## src/rtl/simon_key_expansion.sv

```systemverilog
// -----------------------------------------------------------------------------
// simon_key_expansion
//
// Simon round-key generator. Produces one WW-bit round key per valid/ready
// handshake, in forward order (encrypt, starting from the user key) or in
// reverse order (decrypt, starting from the final NKW round keys). The z_j
// constant bit stream comes from an external simon_seq_gen, which this block
// steers through seq_rst_o / seq_run_o / seq_mode_o.
//
// Optional feature (macro SIMON_KEXP_LAST_KEYS_EN): capture the last NKW keys
// of an encrypt schedule so they can be fed straight back as key_i for a
// decrypt run. With the macro undefined those outputs are tied to zero and
// no capture registers exist.
//
// Parameters
//   WW   word size n (16/24/32/48/64)
//   NKW  key words m (legal Simon pairs only)
//
// Ports
//   clk              clock, rising edge
//   arst_n           asynchronous active-low reset
//   start_i          begin a schedule (sampled only when idle)
//   mode_i           0 encrypt, 1 decrypt (sampled with start_i)
//   key_i            initial window, word j at [j*WW +: WW]
//   abort_i          synchronous abort back to idle
//   busy_o           schedule in progress (LOAD/RUN)
//   rk_valid_o       round key valid
//   rk_ready_i       consumer ready
//   rk_o             round key
//   rk_idx_o         true round index of rk_o
//   rk_last_o        rk_o is the final key of the schedule
//   seq_rst_o        restart the z sequence generator
//   seq_run_o        advance the z sequence generator
//   seq_mode_o       direction for the z sequence generator (latched mode)
//   seq_i            current z bit
//   last_keys_o      captured final NKW encrypt keys (word j = k_{T-m+j})
//   last_keys_vld_o  one-cycle pulse when last_keys_o is updated
// -----------------------------------------------------------------------------
module simon_key_expansion #(
  parameter int unsigned WW  = 16,
  parameter int unsigned NKW = 4
) (
  input  logic              clk,
  input  logic              arst_n,
  input  logic              start_i,
  input  logic              mode_i,
  input  logic [NKW*WW-1:0] key_i,
  input  logic              abort_i,
  output logic              busy_o,
  output logic              rk_valid_o,
  input  logic              rk_ready_i,
  output logic [WW-1:0]     rk_o,
  output logic [6:0]        rk_idx_o,
  output logic              rk_last_o,
  output logic              seq_rst_o,
  output logic              seq_run_o,
  output logic              seq_mode_o,
  input  logic              seq_i,
  output logic [NKW*WW-1:0] last_keys_o,
  output logic              last_keys_vld_o
);

  // Round count for each legal (word size, key words) pair.
  function automatic int unsigned calc_rounds(input int unsigned ww, input int unsigned nkw);
    int unsigned r;
    r = 32;
    if (ww == 16) begin
      r = 32;
    end else if (ww == 24) begin
      r = 36;
    end else if (ww == 32) begin
      r = (nkw == 3) ? 42 : 44;
    end else if (ww == 48) begin
      r = (nkw == 2) ? 52 : 54;
    end else if (ww == 64) begin
      r = (nkw == 2) ? 68 : ((nkw == 3) ? 69 : 72);
    end
    return r;
  endfunction

  localparam int unsigned T       = calc_rounds(WW, NKW);
  localparam logic [6:0]  LastIdx = 7'(T - 1);
  localparam logic [WW-1:0] RoundC3 = {{(WW-2){1'b0}}, 2'b11};

  function automatic logic [WW-1:0] ror1(input logic [WW-1:0] x);
    return {x[0], x[WW-1:1]};
  endfunction

  function automatic logic [WW-1:0] ror3(input logic [WW-1:0] x);
    return {x[2:0], x[WW-1:3]};
  endfunction

  typedef enum logic [1:0] {
    StIdle,
    StLoad,
    StRun
  } state_e;

  state_e        r_state;
  state_e        w_state_nxt;
  logic          r_mode;
  logic [6:0]    r_cnt;
  logic [6:0]    w_cnt_nxt;
  logic [WW-1:0] r_win     [NKW];
  logic [WW-1:0] w_win_nxt [NKW];

  logic          w_run;
  logic          w_hs;
  logic          w_last;
  logic          w_capture;
  logic [WW-1:0] w_z;
  logic [WW-1:0] w_enc_tmp;
  logic [WW-1:0] w_enc_new;
  logic [WW-1:0] w_dec_tmp;
  logic [WW-1:0] w_dec_new;

  // ---------------------------------------------------------------------------
  // Handshake and control decode
  // ---------------------------------------------------------------------------
  assign w_run     = (r_state == StRun);
  assign w_hs      = w_run & rk_ready_i;
  assign w_last    = w_run & (r_cnt == LastIdx);
  assign w_capture = (r_state == StIdle) & start_i & ~abort_i;

  // ---------------------------------------------------------------------------
  // Next-word computation
  // ---------------------------------------------------------------------------
  assign w_z = {{(WW-1){1'b0}}, seq_i};

  // Forward step: window holds k_i..k_{i+m-1}, produce k_{i+m}.
  always_comb begin
    w_enc_tmp = ror3(r_win[NKW-1]);
    if (NKW == 4) begin
      w_enc_tmp = w_enc_tmp ^ r_win[1];
    end
    w_enc_tmp = w_enc_tmp ^ ror1(w_enc_tmp);
    w_enc_new = ~r_win[0] ^ w_enc_tmp ^ w_z ^ RoundC3;
  end

  // Reverse step: window holds k_i..k_{i+m-1}, recover k_{i-1} by solving the
  // forward recurrence for its oldest term.
  always_comb begin
    w_dec_tmp = ror3(r_win[NKW-2]);
    if (NKW == 4) begin
      w_dec_tmp = w_dec_tmp ^ r_win[0];
    end
    w_dec_tmp = w_dec_tmp ^ ror1(w_dec_tmp);
    w_dec_new = ~r_win[NKW-1] ^ w_dec_tmp ^ w_z ^ RoundC3;
  end

  // ---------------------------------------------------------------------------
  // Window next state
  // ---------------------------------------------------------------------------
  always_comb begin
    for (int j = 0; j < NKW; j++) begin
      w_win_nxt[j] = r_win[j];
    end
    if (w_capture) begin
      for (int j = 0; j < NKW; j++) begin
        w_win_nxt[j] = key_i[j*WW +: WW];
      end
    end else if (w_hs) begin
      if (r_mode) begin
        for (int j = NKW - 1; j > 0; j--) begin
          w_win_nxt[j] = r_win[j-1];
        end
        w_win_nxt[0] = w_dec_new;
      end else begin
        for (int j = 0; j < NKW - 1; j++) begin
          w_win_nxt[j] = r_win[j+1];
        end
        w_win_nxt[NKW-1] = w_enc_new;
      end
    end
  end

  // Counts completed handshakes; the true key index is derived from it.
  always_comb begin
    w_cnt_nxt = r_cnt;
    if (w_capture) begin
      w_cnt_nxt = '0;
    end else if (w_hs) begin
      w_cnt_nxt = r_cnt + 7'd1;
    end
  end

  // ---------------------------------------------------------------------------
  // FSM next state; abort overrides everything, including start_i.
  // ---------------------------------------------------------------------------
  always_comb begin
    w_state_nxt = r_state;
    unique case (r_state)
      StIdle: begin
        if (start_i) begin
          w_state_nxt = StLoad;
        end
      end
      StLoad: begin
        w_state_nxt = StRun;
      end
      StRun: begin
        if (w_hs && w_last) begin
          w_state_nxt = StIdle;
        end
      end
      default: begin
        w_state_nxt = StIdle;
      end
    endcase
    if (abort_i) begin
      w_state_nxt = StIdle;
    end
  end

  // ---------------------------------------------------------------------------
  // State registers
  // ---------------------------------------------------------------------------
  always_ff @(posedge clk or negedge arst_n) begin
    if (!arst_n) begin
      r_state <= StIdle;
      r_mode  <= 1'b0;
      r_cnt   <= '0;
      for (int j = 0; j < NKW; j++) begin
        r_win[j] <= '0;
      end
    end else begin
      r_state <= w_state_nxt;
      r_cnt   <= w_cnt_nxt;
      if (w_capture) begin
        r_mode <= mode_i;
      end
      for (int j = 0; j < NKW; j++) begin
        r_win[j] <= w_win_nxt[j];
      end
    end
  end

  // ---------------------------------------------------------------------------
  // Outputs; key fields read as zero outside RUN.
  // ---------------------------------------------------------------------------
  assign busy_o     = (r_state != StIdle);
  assign rk_valid_o = w_run;
  assign rk_last_o  = w_last;
  assign seq_rst_o  = (r_state == StLoad);
  assign seq_run_o  = w_hs & ~w_last;
  assign seq_mode_o = r_mode;

  always_comb begin
    rk_o     = '0;
    rk_idx_o = '0;
    if (w_run) begin
      rk_o     = r_mode ? r_win[NKW-1] : r_win[0];
      rk_idx_o = r_mode ? (LastIdx - r_cnt) : r_cnt;
    end
  end

  // ---------------------------------------------------------------------------
  // Last-keys capture
  // ---------------------------------------------------------------------------
`ifdef SIMON_KEXP_LAST_KEYS_EN
  logic [NKW*WW-1:0] r_last_keys;
  logic              r_last_keys_vld;

  // Shift every emitted encrypt key in at the top; after the final handshake
  // the register holds k_{T-m}..k_{T-1} with the newest key in the top word.
  always_ff @(posedge clk or negedge arst_n) begin
    if (!arst_n) begin
      r_last_keys     <= '0;
      r_last_keys_vld <= 1'b0;
    end else begin
      if (w_hs && !r_mode) begin
        r_last_keys <= {rk_o, r_last_keys[NKW*WW-1:WW]};
      end
      r_last_keys_vld <= w_hs & w_last & ~r_mode;
    end
  end

  assign last_keys_o     = r_last_keys;
  assign last_keys_vld_o = r_last_keys_vld;
`else
  assign last_keys_o     = '0;
  assign last_keys_vld_o = 1'b0;
`endif

endmodule

```

## config.mk

```make
export PLATFORM = sky130hd
export DESIGN_NAME = simon_key_expansion
export DESIGN_NICKNAME = d
export VERILOG_FILES = /design/src/rtl/simon_key_expansion.sv
export SDC_FILE = /design/constraint.sdc
export NUM_CORES = 1
export LEC_CHECK = 0
export BUFFER_PORTS_ARGS = -buffer_cell sky130_fd_sc_hd__buf_2
export CAP_MARGIN = 0
export CELL_PAD_IN_SITES_DETAIL_PLACEMENT = 1
export CELL_PAD_IN_SITES_GLOBAL_PLACEMENT = 2
export CORE_ASPECT_RATIO = 1.5
export CORE_MARGIN = 4
export CORE_UTILIZATION = 32
export DETAILED_ROUTE_END_ITERATION = 6
export PLACE_DENSITY_LB_ADDON = 0.15
export SETUP_SLACK_MARGIN = 0.15
export SLEW_MARGIN = 25
export SYNTH_ARGS = -nofsm -noshare
export SYNTH_HDL_FRONTEND = slang
export SYNTH_SLANG_ARGS = --single-unit
```

## constraint.sdc

```tcl
create_clock -name clk -period 2.2 [get_ports clk]
set_clock_uncertainty 0.2 [all_clocks]
set_input_delay 0.55 -clock clk [delete_from_list [all_inputs] [get_ports clk]]
set_output_delay 0.55 -clock clk [all_outputs]
set_load 0.05 [all_outputs]
```

==> reports/qor.txt <==
==================================================================================
WHS .................................................................    0.1776 ns
Standard cell core area .............................................  17420 sq um
Cell count of the worst reg-to-reg path .............................            6
CTS Buffer Depth ....................................................            2
Crit path launch type ...............................................         flop
First-pass GRT wire length ..........................................     30.12 mm
Power share of the clock group ......................................        17.5%
Number of buffers created by CTS ....................................            9
Final routed wirelength across all metal layers .....................     22.25 mm
Violated checks ..................................................... negative setup slack
Pre-Repair DR Iteration Count .......................................            5
Required time at the worst-slack endpoint ...........................      1.45 ns
Arrival time worst endpoint .........................................      1.60 ns
Count of nets left with antenna violations after detail routing .....            0
Register area share after synthesis .................................       32.63%
Share of post-route cells with drive strength above 1 ...............       43.26%
Placed Area .........................................................   6638 sq um
Final worst path period need ........................................     2.349 ns
Count of synthesis-stage warnings from yosys ........................            0
CTS tree ............................................................        built
Die Outline Area ....................................................  19970 sq um
Status .............................................................. finished, violations left
Cell Pwr Density .................................................... 1005 nW/um^2
Pleak ...............................................................  0.003653 uW
Chip height ......................................................... 171.1 microns
Via count of the first global-routing pass ..........................         4949
Min-Delay Startpoint ................................................      abort_i
Seq cells post-synth ................................................           74
Endpoints failing setup .............................................           22
Cells after synthesis ...............................................          551
Design Area, Final ..................................................   8396 sq um
Portion of total power attributed to combinational logic ............        52.9%
Clock Root Buffer ................................................... sky130_fd_sc_hd__clkbuf_16
Net switching fraction of the power .................................       39.48%
N_diodes ............................................................            0
Final Util ..........................................................       48.19%
Worst hold path endpoint ............................................   r_state[1]
Netlist area before placement .......................................   5675 sq um
Starting DRT DRC Count ..............................................          259
Max-cap check violation count .......................................            0
Fraction of power consumed by sequential logic ......................        29.6%
Horizontal die dimension ............................................ 116.7 microns
Psw .................................................................      3332 uW
Final hold viol count ...............................................            0
Worst hold path stage count .........................................            2
Reg2reg start .......................................................   r_state[0]
CTS Sinks ...........................................................           74
Maximum number of pins on one net before global-route repair ........           41
Synthesized area divided by synthesized cell count ..................  10.30 sq um
Peak clock frequency supported by timing ............................   0.4257 GHz
DRC violation count after routing ...................................            0
Most frequently used flop master after synthesis .................... sky130_fd_sc_hd__dfrtp_1
Fin. max-slew vios ..................................................            0
Total I/O pin count .................................................          165
Starting Density ....................................................       32.58%
Detailed Place HPWL .................................................     13.84 mm
Ratio of routed vias to standard cells ..............................        5.370
Number of buffers inserted by port buffering ........................           99
RSZ-0062 raised after global routing ................................          yes
# H-tree levels .....................................................            3
Count of nets after finishing .......................................          773
Clock insertion delay at the later pin of the skew report ...........      0.34 ns
Global route total overflow .........................................            0
Via count ...........................................................         4930
Largest fanout on the critical path .................................           10
Placement Setup Slack ...............................................   -0.1485 ns
Clock transition at the registers of the reported paths .............      0.06 ns
Count of fill cells added during filler insertion ...................         1862
Maximum vdd drop ....................................................    0.4121 mV
Min-Delay Path Class ................................................    in -> reg
P_int ...............................................................      5108 uW
Signed area change from the synthesized netlist to the final layout .       47.93%
Unique cell type count in the Yosys netlist .........................           39
Global placement routability congestion .............................       0.8194
Least setup slack across all paths after layout .....................   -0.1489 ns
Endpoint of the lowest-slack register-to-register path ..............    r_win[36]
Std cell rows .......................................................           59
Setup slack of the most critical reg-to-reg path ....................      0.03 ns
Average detailed-routed wire length per instance .................... 24.24 microns
Antenna violations before repair ....................................            0
Ratio of final minimum period to clock period .......................       106.8%
Kind of end point of the critical path ..............................   output pin
Critical path class .................................................   reg -> out
Post-synth EDFFs ....................................................            0
Overall routing resource usage ......................................       20.01%
Async S/R FF share, synth ...........................................       100.0%
==================================================================================
-- flip-flops by register name, summed over array words and instances, names as in the netlist --
name / cells
r_win: 64
r_cnt: 7
r_state: 2
seq_mode_o: 1
-- cells in the final DEF (no fill, tap or decap), types with 3 or more instances in the layout --
cell type,Yosys,layout
sky130_fd_sc_hd__buf_2,14,69
sky130_fd_sc_hd__dfrtp_1,74,67
sky130_fd_sc_hd__conb_1,1,65
sky130_fd_sc_hd__buf_4,67,39
sky130_fd_sc_hd__nor2_1,58,33
sky130_fd_sc_hd__nand3_1,36,32
sky130_fd_sc_hd__o211ai_1,32,32
sky130_fd_sc_hd__a22oi_2,0,31
sky130_fd_sc_hd__nor2_4,1,29
sky130_fd_sc_hd__xnor3_1,27,27
sky130_fd_sc_hd__mux2i_1,43,26
sky130_fd_sc_hd__a221o_1,26,26
sky130_fd_sc_hd__buf_6,5,22
sky130_fd_sc_hd__xnor2_1,26,21
sky130_fd_sc_hd__clkbuf_16,0,20
sky130_fd_sc_hd__xor2_1,19,19
sky130_fd_sc_hd__buf_8,0,19
sky130_fd_sc_hd__mux2i_4,0,15
sky130_fd_sc_hd__nand2_1,13,11
sky130_fd_sc_hd__buf_12,0,10
sky130_fd_sc_hd__o31ai_1,8,7
sky130_fd_sc_hd__nor2b_1,6,6
sky130_fd_sc_hd__dfrtp_2,0,6
sky130_fd_sc_hd__xnor2_4,0,5
sky130_fd_sc_hd__xor3_1,5,5
sky130_fd_sc_hd__buf_16,0,4
sky130_fd_sc_hd__a21oi_1,5,3
sky130_fd_sc_hd__o21ai_0,4,3
sky130_fd_sc_hd__nand3_2,0,3
sky130_fd_sc_hd__a211oi_1,6,3
-- synth_stat cells (2+ instances only) --
master	n	share of area (%)
sky130_fd_sc_hd__nor2_1	58	3.8
sky130_fd_sc_hd__inv_1	4	0.26
sky130_fd_sc_hd__nand3_1	36	3.2
sky130_fd_sc_hd__buf_4	67	8.9
sky130_fd_sc_hd__a21oi_1	5	0.44
sky130_fd_sc_hd__nor2b_1	6	0.66
sky130_fd_sc_hd__xor2_1	19	2.9
sky130_fd_sc_hd__or3_1	2	0.22
sky130_fd_sc_hd__nand2b_1	3	0.33
sky130_fd_sc_hd__xor3_1	5	2.1
sky130_fd_sc_hd__xnor3_1	27	11
sky130_fd_sc_hd__buf_2	14	1.2
sky130_fd_sc_hd__o21ai_0	4	0.35
sky130_fd_sc_hd__ha_1	2	0.44
sky130_fd_sc_hd__mux2i_1	43	7.6
sky130_fd_sc_hd__dfrtp_1	74	33
sky130_fd_sc_hd__buf_6	5	0.99
sky130_fd_sc_hd__buf_1	6	0.40
sky130_fd_sc_hd__o211ai_1	32	4.2
sky130_fd_sc_hd__o31ai_1	8	1.1
sky130_fd_sc_hd__a221o_1	26	4.6
sky130_fd_sc_hd__a22oi_1	32	4.2
sky130_fd_sc_hd__a211oi_1	6	0.79
sky130_fd_sc_hd__nand2_1	13	0.86
sky130_fd_sc_hd__clkbuf_1	14	0.93
sky130_fd_sc_hd__or4_1	2	0.26
sky130_fd_sc_hd__xnor2_1	26	4.0
-- power groups by stage --
stage	Combinational (uW)	Clock, uW	Sequential, uW
3_3_place_gp	3820	0	2380
5_1_grt	4760	1570	2560
3_5_place_dp	3870	0	2390
2_1_floorplan	3310	0	2150
4_1_cts	4090	1500	2420
6_report	4460	1480	2500
-- cell families (layout without fill, tap and decap cells) --
logic type / Yosys count / count (layout) / share of synthesized area (%)
and+or+nand+nor: 129 / 132 / 10.71
AOI/OAI and AO/OA: 114 / 114 / 15.85
buffers and inverters: 111 / 198 / 12.96
xor gates and xnor gates: 77 / 77 / 19.75
DFF: 74 / 74 / 32.63
muxes: 43 / 43 / 7.584
adders and majority gates: 2 / 2 / 0.4408
other: 1 / 65 / 0.06607
-- area by class of cell --
class / count / area [sq um] / area share [%]
multi-input cells: 433 / 4154 / 49.48
flip-flops and latches: 74 / 1863 / 22.19
repair buffers: 176 / 1772 / 21.10
well taps: 213 / 266.5 / 3.174
clock buffers: 11 / 232.7 / 2.772
clock inverters: 5 / 55.05 / 0.6557
inverters: 5 / 36.28 / 0.4322
repair inverters: 1 / 16.27 / 0.1937
-- metal layers --
| metal | vias to the layer above | wire length, microns | track usage, % |
|---|---|---|---|
| li1 | 2178 | - | - |
| met1 | 2541 | 8798 | 25.69 |
| met2 | 182 | 12030 | 35.55 |
| met3 | 29 | 987 | 2.123 |
| met4 | 0 | 434 | 5.090 |
| met5 | - | 0 | 0 |
-- timing repair --
action,CTS,global route
resized for setup,99,113
pin swaps,8,66
buffers inserted,13,18
hold endpoints to repair,26,0
hold buffers,1,0
cloned,1,15
setup endpoints to repair,70,82
-- critical path: stages (launching register included) --
cell                      delay [ns]
sky130_fd_sc_hd__dfrtp_4        0.57
sky130_fd_sc_hd__buf_12         0.20
sky130_fd_sc_hd__mux2i_4        0.20
sky130_fd_sc_hd__nor2_4         0.12
sky130_fd_sc_hd__buf_6          0.16
-- stage by stage --
stage	std cells	power, uW	setup TNS (ns)
finish	918	8440	-2.319
global route	918	8888	-3.342
global placement	854	6197	-2.086
floorplan	615	5454	0
CTS	885	8011	-2.115
detailed placement	854	6258	-3.545
-- worst max path at each step --
stage	start	endpoint	slack, ns	cells past startpoint
final	seq_mode_o	rk_o[12]	-0.15	4
after global routing	seq_mode_o	rk_o[11]	-0.20	4
after CTS	seq_mode_o	rk_o[0]	-0.15	4
after detailed placement	start_i	r_win[45]	-0.15	5
after global placement	start_i	r_win[17]	-0.08	5
after floorplan	seq_mode_o	rk_o[1]	0.02	5
Power figures use the tool's default switching activity.
